### config.mk
export PLATFORM = sky130hd
export DESIGN_NAME = daq_uart_streamer
export DESIGN_NICKNAME = d
export VERILOG_FILES = /design/src/rtl/daq_uart_streamer.sv
export SDC_FILE = /design/constraint.sdc
export NUM_CORES = 1
export LEC_CHECK = 0
export BUFFER_PORTS_ARGS = -buffer_cell sky130_fd_sc_hd__buf_2
export CORE_UTILIZATION = 35
export CTS_CLUSTER_DIAMETER = 80
export DETAILED_ROUTE_END_ITERATION = 16
export SKIP_CTS_REPAIR_TIMING = 1
export SLEW_MARGIN = 20
export SYNTH_ARGS = -nofsm -noshare
export SYNTH_HDL_FRONTEND = slang
export SYNTH_SLANG_ARGS = --single-unit
### constraint.sdc
create_clock -name clk -period 2.8 [get_ports clk]
set_clock_uncertainty 0.1 [all_clocks]
set_input_delay 0.56 -clock clk [delete_from_list [all_inputs] [get_ports clk]]
set_output_delay 0.56 -clock clk [all_outputs]
set_load 0.05 [all_outputs]
### src/rtl/daq_uart_streamer.sv
// daq_uart_streamer: buffers 12-bit ADC samples in an 8-deep FIFO and streams
// each sample over an 8N1 UART line as two bytes:
//   byte 0 = {HDR_NIBBLE, sample[11:8]}, byte 1 = sample[7:0].
// Ports:
//   clk, reset_n            clock and asynchronous active-low reset
//   din[11:0], din_valid    sample input and its one-cycle strobe
//   clr_overflow            synchronous clear of the sticky overflow flag
//   uart_tx                 registered serial output, idle high
//   busy                    transmitter not idle
//   fifo_count[3:0]         samples currently buffered (0..8)
//   fifo_full, overflow     FIFO full / sample-dropped sticky flag
module daq_uart_streamer #(
  parameter int unsigned CLKS_PER_BIT = 868,
  parameter logic [3:0]  HDR_NIBBLE   = 4'hA
) (
  input  logic        clk,
  input  logic        reset_n,
  input  logic [11:0] din,
  input  logic        din_valid,
  input  logic        clr_overflow,
  output logic        uart_tx,
  output logic        busy,
  output logic [3:0]  fifo_count,
  output logic        fifo_full,
  output logic        overflow
);

  localparam int unsigned DW    = 12;
  localparam int unsigned DEPTH = 8;
  localparam int unsigned PW    = 3;
  localparam int unsigned CW    = 4;
  localparam int unsigned BW    = 16;
  localparam logic [BW-1:0] BAUD_LAST = BW'(CLKS_PER_BIT - 1);

  typedef enum logic [1:0] {IDLE, START, DATA, STOP} state_t;

  state_t        state;
  logic [DW-1:0] mem [DEPTH];
  logic [PW-1:0] wr_ptr;
  logic [PW-1:0] rd_ptr;
  logic [DW-1:0] hold;
  logic          byte_idx;
  logic [2:0]    bit_cnt;
  logic [BW-1:0] baud_cnt;

  logic          pop_c;
  logic          push_c;
  logic          drop_c;
  logic          baud_done_c;
  logic [CW-1:0] count_nxt_c;
  logic [7:0]    cur_byte_c;

  // FIFO handshake, next occupancy and the byte currently on the wire
  always_comb begin
    pop_c       = (state == IDLE) && (fifo_count != '0);
    // A full FIFO still accepts a write on the edge that pops the head
    push_c      = din_valid && ((fifo_count != CW'(DEPTH)) || pop_c);
    drop_c      = din_valid && !push_c;
    count_nxt_c = fifo_count;
    if (push_c && !pop_c) begin
      count_nxt_c = fifo_count + CW'(1);
    end else if (pop_c && !push_c) begin
      count_nxt_c = fifo_count - CW'(1);
    end
    baud_done_c = (baud_cnt == BAUD_LAST);
    cur_byte_c  = byte_idx ? hold[7:0] : {HDR_NIBBLE, hold[11:8]};
  end

  // Sample storage; contents are don't-care until written
  always_ff @(posedge clk) begin
    if (push_c) begin
      mem[wr_ptr] <= din;
    end
  end

  // FIFO pointers, occupancy and sticky overflow
  always_ff @(posedge clk or negedge reset_n) begin
    if (!reset_n) begin
      wr_ptr     <= '0;
      rd_ptr     <= '0;
      fifo_count <= '0;
      fifo_full  <= 1'b0;
      overflow   <= 1'b0;
    end else begin
      if (push_c) begin
        wr_ptr <= wr_ptr + PW'(1);
      end
      if (pop_c) begin
        rd_ptr <= rd_ptr + PW'(1);
      end
      fifo_count <= count_nxt_c;
      fifo_full  <= (count_nxt_c == CW'(DEPTH));
      // A drop on the clearing edge wins so that no loss goes unreported
      if (drop_c) begin
        overflow <= 1'b1;
      end else if (clr_overflow) begin
        overflow <= 1'b0;
      end
    end
  end

  // Transmit FSM: two back-to-back 8N1 bytes per popped sample
  always_ff @(posedge clk or negedge reset_n) begin
    if (!reset_n) begin
      state    <= IDLE;
      uart_tx  <= 1'b1;
      busy     <= 1'b0;
      hold     <= '0;
      byte_idx <= 1'b0;
      bit_cnt  <= '0;
      baud_cnt <= '0;
    end else begin
      case (state)
        IDLE: begin
          uart_tx  <= 1'b1;
          baud_cnt <= '0;
          if (pop_c) begin
            hold     <= mem[rd_ptr];
            byte_idx <= 1'b0;
            bit_cnt  <= '0;
            uart_tx  <= 1'b0;
            busy     <= 1'b1;
            state    <= START;
          end
        end
        START: begin
          if (baud_done_c) begin
            baud_cnt <= '0;
            bit_cnt  <= '0;
            uart_tx  <= cur_byte_c[0];
            state    <= DATA;
          end else begin
            baud_cnt <= baud_cnt + BW'(1);
          end
        end
        DATA: begin
          if (baud_done_c) begin
            baud_cnt <= '0;
            if (bit_cnt == 3'd7) begin
              uart_tx <= 1'b1;
              state   <= STOP;
            end else begin
              bit_cnt <= bit_cnt + 3'd1;
              uart_tx <= cur_byte_c[bit_cnt + 3'd1];
            end
          end else begin
            baud_cnt <= baud_cnt + BW'(1);
          end
        end
        STOP: begin
          if (baud_done_c) begin
            baud_cnt <= '0;
            if (!byte_idx) begin
              // Second byte follows immediately, no idle gap
              byte_idx <= 1'b1;
              uart_tx  <= 1'b0;
              state    <= START;
            end else begin
              busy  <= 1'b0;
              state <= IDLE;
            end
          end else begin
            baud_cnt <= baud_cnt + BW'(1);
          end
        end
        default: begin
          uart_tx <= 1'b1;
          busy    <= 1'b0;
          state   <= IDLE;
        end
      endcase
    end
  end

endmodule

==> run metrics, run 1 <==
wire per inst=17.1 um; Total Wirelength=11.8 mm; xor/xnor cell area share of the yosys netlist=0.0241; Clock transition at path regs=0.06 ns; met1 wire length=5.63 mm; DIE AREA=18200 um^2; fin worst setup slack=0.441 ns; Mapped Cells=414; crit end category=register; Yosys top cell by area=edfxtp_1; gr ovfl total=0; WP depth=6; HPWL after DPL=7.43 mm; R2R Setup Slk=0.44 ns; Area Overhead vs Synth=17.0%; Top Ports=24; # rows=48; post-route cell area=7240 um^2; crit-path leading delay family=simple AND/OR/NAND/NOR gates; port bufs=23; Final Max Tran Viols=0; DR WL met3=313 um; Top FF cell, synth=edfxtp_1; post-synthesis cell type count=52; adder-cell share of the synthesized area=0.0243; Post-synth EDFFs=96; vias in the first global route=3628; fmax=424 MHz; worst slack, placed=0.418 ns; n_diodes=0; DRT iter0 DRCs=275; clk sink count=144; Max stage delay on crit path=0.50 ns; largest net degree at the start of global routing=30; crit path from=baud_cnt[0]$_DFF_PN0_; unrepaired setup endpoints after global routing=false; vias per cell=5.06; post-route ant nets=0; count leader, synth=edfxtp_1; CTS Buffer Depth=2; global-route wire length before repair=19.1 mm; worst-margin pin slew=0.809 ns; Critical-path top delay cell=or4b_4; status=finished clean; Lkg Pwr=0.00266 uW; crit path kind=register to register; Slew HR=0.461; simple-gate share of the synthesized area=0.101; DRC=0; clk_lat worst skew=0.43 ns; initial antenna violation count=0; die width=135 um; critical path arrival=2.55 ns; crit path max fanout=5; Worst Path Required=2.99 ns; syn nets=442; GP Congestion=0.800; share of post-route cells with drive strength above 1=0.227; CORE AREA=17300 um^2; H-tree Lvls=4; Commonest cells post-synth=edfxtp_1 (96), dfrtp_1 (47), nand2_1 (35); Avg Cell Area, Syn=15.0 um^2; cell area after synthesis=6190 um^2; Power Dens Cells=1040 nW/um^2; via count=3502; fin crit share=0.843; Worst setup SP type=register; TritonRoute pass-1 iters=6; total CTS buffers=17; main combinational cell family by area after synthesis=multiplexers; Compound-Gate Fraction of Synth Area=0.0524; Hold Fails Final Rpt=0; height of the chip=135 um; Async SR Flop Fraction=0.333; Final Instance Count excl. Fillers=692; RR Endpoint=state[0]$_DFFE_PN0P_; yosys warns=0; Yosys top cell area share=0.466; worst vdd ir=0.484 mV; GRT Util Overall=0.142; DP Area=6640 um^2; crit-path cells=ha_1, or4b_4, nor4_4, o221ai_2, o31ai_2, o31ai_1; WP buf/inv=0; flops & latches, synth=144; top cells by area in the synthesized netlist=edfxtp_1 (47%), dfrtp_1 (19%), mux4_2 (9.1%); clock root buffer=clkbuf_16; met2 wire len=5.75 mm; final net count=482; R2R depth=6; total negative setup slack=0 ns; WHS=0.00623 ns; Highest Signal Layer=met4; mux cell area share after synthesis=0.121; Final setup viols=0; MaxCap Viol Count=0; TritonCTS clock tree=yes; reg2reg start=baud_cnt[0]$_DFF_PN0_; Tightest Hold Check Type=primary input to asynchronous set/reset pin; number of placed cells counting well taps=660; initial core utilization=0.358; Tmin final=2.36 ns; part of the Yosys area used for sequential elements=0.660
## registers in the layout, summed over array words and instances (netlist names), 2 cells and up
signal	flops
baud_cnt	16
wr_ptr	3
hold	12
rd_ptr	3
state	2
bit_cnt	3
mem	96
fifo_count	4
## worst max-delay path by stage
stage                                 endpoint  slack (ns)
final                     state[0]$_DFFE_PN0P_        0.44
after global routing       fifo_full$_DFF_PN0_        0.15
after CTS                  mem[0][8]$_DFFE_PP_        0.40
after detailed placement  mem[0][11]$_DFFE_PP_        0.42
after global placement     mem[0][1]$_DFFE_PP_        0.49
after floorplan            mem[4][0]$_DFFE_PP_        0.24
## power by group
group / internal [uW] / switching, uW / leakage (uW)
Sequential: 2720 / 298 / 0.00148
Clock: 1350 / 957 / 0.000290
Combinational: 959 / 1280 / 0.000887
Total: 5030 / 2540 / 0.00266
## worst register-to-register path: stages (launching register included)
cell and delay, ns:
dfrtp_1 0.40, ha_1 0.26, or4b_4 0.50, nor4_4 0.42
o221ai_2 0.22, o31ai_2 0.24, o31ai_1 0.09
## kinds of logic after synthesis
| logic type | Yosys count |
|---|---|
| flip-flops | 144 |
| AND/OR/NAND/NOR | 121 |
| AO/OA/AOI/OAI | 51 |
| multiplexers | 43 |
| buffers and inverters | 26 |
| XOR/XNOR | 17 |
| adder cells (fa/ha/maj) | 12 |
## per-stage QoR
step / util / total power, uW
6_report: 0.419 / 7560
5_1_grt: 0.419 / 7980
4_1_cts: 0.419 / 7650
3_5_place_dp: 0.384 / 5320
3_3_place_gp: 0.384 / 5270
2_1_floorplan: - / 4700
## layer usage
layer | up-vias | track usage
met5 | - | 0
met4 | 0 | 0.0531
met3 | 11 | 0.0383
met2 | 51 | 0.227
met1 | 1784 | 0.185
li1 | 1656 | -
## cells in the final DEF, fill, tap and decap left out, types with 4 or more instances in the layout
cell / instances
nand2b_1: 5
dfrtp_1: 47
a21oi_1: 9
nand3_1: 15
buf_2: 23
edfxtp_1: 96
ha_1: 12
nor2b_1: 5
inv_1: 11
inv_6: 4
mux2i_1: 14
nand4_1: 4
o21ai_0: 20
buf_4: 12
nand2_1: 35
clkbuf_16: 17
mux4_2: 25
inv_8: 4
nor3_1: 5
xnor2_1: 9
xor2_1: 8
nor2_1: 26
or3_1: 4
## cell type report
class,count,area (um^2)
clock buffer,18,429
clock inverter,14,169
fill,1560,10100
inverter,11,41.3
multi-input combinational,244,2010
sequential,144,4090
tap,225,282
timing repair buffer,36,225
(Power assumes the default switching activity.)
==> inputs of run 2 (changes only) <==
--- a/config.mk
+++ b/config.mk
@@ -5,6 +5,7 @@
 export SDC_FILE = /design/constraint.sdc
 export NUM_CORES = 1
 export LEC_CHECK = 0
+export ABC_AREA = 1
 export BUFFER_PORTS_ARGS = -buffer_cell sky130_fd_sc_hd__buf_2
 export CORE_UTILIZATION = 35
 export CTS_CLUSTER_DIAMETER = 80
==> constraint.sdc (replaced) <==
create_clock -name clk -period 2.3 [get_ports clk]
set_clock_uncertainty 0.1 [all_clocks]
set_input_delay 0.46 -clock clk [delete_from_list [all_inputs] [get_ports clk]]
set_output_delay 0.46 -clock clk [all_outputs]
set_load 0.05 [all_outputs]
==> run 2 against run 1 <==
Highest routed layer unchanged. Critical path depth up 3. Global-route usage increased by 1.7 points. Final cell count is 24% higher. Non-clock buffer count rose by 5. Cell area is 2.9% higher. Sequential power up 6%.
==> run metrics, run 2 <==
flops & latches, synth=144 (unchanged); post-route ant nets=0 (unchanged); WP buf/inv=3 (+3); HPWL after DPL=9.00 mm (+21%); internal power=5060 uW (+0.78%); CP dominant cell by count=inv_1; vias per cell=5.00 (-1.1%); post-synthesis cell type count=38 (-27%); Hold Fails Final Rpt=0 (unchanged); DIE AREA=18600 um^2 (+1.8%); Flop pwr share=0.459 (+0.060); Async SR Flop Fraction=0.333 (unchanged); via count=4279 (+22%); initial core utilization=0.362 (+0.00407); Slew HR=0.536 (+0.0750); port bufs=23 (unchanged); worst slack, placed=0.000225 ns (-0.418 ns); CTS Buffer Depth=2 (unchanged); Tightest Hold Check Type=primary input to register; yosys warns=0 (unchanged); Max stage delay on crit path=0.58 ns (+0.08 ns); DRT iter0 DRCs=317 (+15%); most common cell after layout, fill and taps aside=edfxtp_1; DRC=0 (unchanged); critical path arrival=2.23 ns (-0.32 ns); MaxCap Viol Count=0 (unchanged); largest net degree at the start of global routing=50 (+67%); global-route wire length before repair=21.9 mm (+15%); syn nets=606 (+37%); gr ovfl total=0 (unchanged); max reg flops=96 (unchanged); height of the chip=136 um (+0.90%); Final Max Tran Viols=0 (unchanged); Sw Share=0.271 (-0.0649); H-tree Lvls=4 (unchanged); vias in the first global route=4277 (+18%); crit path kind=register to register; Critical-path top delay cell=nor2_2; clk sink count=144 (unchanged); Power Dens Cells=932 nW/um^2 (-11%); die width=136 um (+0.90%); worst vdd ir=0.936 mV (+94%); fmax=438 MHz (+3.3%); clk_lat worst skew=0.42 ns (about the same); GRT Util Overall=0.159 (+0.0167); final net count=645 (+34%); crit-path cells=inv_1, ha_1, inv_1, nor2_2, nand3_2, nand2_2, inv_1, nand2_1, nor2_2; Total Wirelength=13.5 mm (+14%); initial antenna violation count=0 (unchanged); most flop-heavy register=mem; Clock power frac=0.418 (+0.113); Yosys top cell area share=0.457 (-0.00841); fin worst setup slack=0.0168 ns (-0.424 ns); Area Overhead vs Synth=18.2%; cell area after synthesis=6300 um^2 (+1.8%); part of the Yosys area used for sequential elements=0.648 (-0.0119); status=finished clean; count leader, synth=edfxtp_1; # rows=48 (unchanged); Sw Pwr=1880 uW (-26%); Final Util=0.428 (+0.00925); CORE AREA=17400 um^2 (+0.69%); Worst setup SP type=register; Mapped Cells=578 (+40%); Commonest cells post-synth=edfxtp_1 (96), nor2_1 (88), nand2_1 (81); GP Congestion=0.840 (+5.0%); wire per inst=15.7 um (-7.9%); clock root buffer=clkbuf_16; Avg Cell Area, Syn=10.9 um^2 (-27%); share of post-route cells with drive strength above 1=0.183 (-0.0444); Tmin final=2.28 ns (-0.0759 ns); Worst Path Required=2.25 ns (-0.74 ns); fin crit share=0.993 (+0.150); Top FF cell, synth=edfxtp_1; crit end category=register; combinational share of power=0.123 (-0.174); crit-path leading delay family=simple AND/OR/NAND/NOR gates; crit path max fanout=12 (+7); biggest regs=mem (96), baud_cnt (16), hold (12); TritonCTS clock tree=yes; top cells by area in the synthesized netlist=edfxtp_1 (46%), dfrtp_1 (19%), nor2_1 (5.2%); TritonRoute pass-1 iters=5 (-1); DP Area=6790 um^2 (+2.2%); total CTS buffers=17 (unchanged); Top Ports=24 (unchanged); post-route cell area=7450 um^2 (+2.9%); Yosys top cell by area=edfxtp_1; WHS=0.146 ns (+0.139 ns); worst-margin pin slew=0.696 ns (-0.113 ns); Lkg Pwr=0.00282 uW (+6.1%); Clock transition at path regs=0.06 ns (about the same); n_diodes=0 (unchanged); Post-synth EDFFs=96 (unchanged); commonest non-fill, non-tap cells in the layout=edfxtp_1 (96), nand2_1 (81), nor2_1 (80), o21ai_0 (52), dfrtp_1 (45); unrepaired setup endpoints after global routing=true; Final setup viols=0 (unchanged)
-- run 2: power groups by stage --
stage	Clock, uW	Combinational, uW	Sequential, uW
3_5_place_dp	0	831	3240
5_1_grt	3070	944	3210
3_3_place_gp	0	804	3230
4_1_cts	2960	833	3190
2_1_floorplan	0	426	3340
6_report	2900	857	3190
-- run 2: worst register-to-register path, delay by kind of cell, from the launching register on --
kind                     cells  cell delay [ns]
adder cells (fa/ha/maj)      1             0.25
buffers and inverters        3             0.24
flip-flops                   1             0.39
AND/OR/NAND/NOR              5             0.94
-- run 2: layer usage --
layer | part of all wire | GRT usage | vias up | wire length, um
li1 | - | - | 2092 | -
met1 | 0.44 | 0.200 | 2048 | 5920
met2 | 0.49 | 0.260 | 121 | 6640
met3 | 0.053 | 0.0444 | 18 | 710
met4 | 0.014 | 0.0562 | 0 | 189
met5 | 0 | 0 | - | 0
-- run 2: area by class of cell --
cell class	count	area [um^2]
multi-input cells	363	1970
fillers	1609	9960
well taps	225	282
clock inverters	15	196
repair buffers	41	298
flip-flops and latches	144	4090
inverters	50	190
clock buffers	17	425
-- run 2: cells by family (layout without fill, tap and decap cells) --
kind of cell               Yosys count  count (layout)  synth area share
adders and majority gates           12              12            0.0238
AOI/OAI and AO/OA                  116             116             0.112
buffers and inverters               71             123            0.0445
xor gates and xnor gates            12              12            0.0167
DFF                                144             144             0.648
and+or+nand+nor                    223             223             0.155
-- run 2: path summary, 6_finish.rpt --
check	from	end	slack (ns)	cells past startpoint
worst min register to register	uart_tx$_DFFE_PN1P_	uart_tx$_DFFE_PN1P_	0.39	2
worst max-delay path	fifo_count[0]$_DFF_PN0_	mem[3][1]$_DFFE_PP_	0.02	9
min in group asynchronous	reset_n	baud_cnt[7]$_DFF_PN0_	0.40	2
worst min-delay path	clr_overflow	overflow$_DFFE_PN0P_	0.15	2
max in group asynchronous	reset_n	uart_tx$_DFFE_PN1P_	1.08	3
worst max register to register	fifo_count[0]$_DFF_PN0_	mem[3][1]$_DFFE_PP_	0.02	9
-- run 2: metrics by stage --
stage | setup TNS, ns | instances | total power, uW
final | 0 | 855 | 6950
after floorplan | -3.08 | 578 | 3760
after global routing | -7.68 | 855 | 7230
after global placement | 0 | 821 | 4030
after CTS | -0.0460 | 853 | 6980
after detailed placement | 0 | 821 | 4070
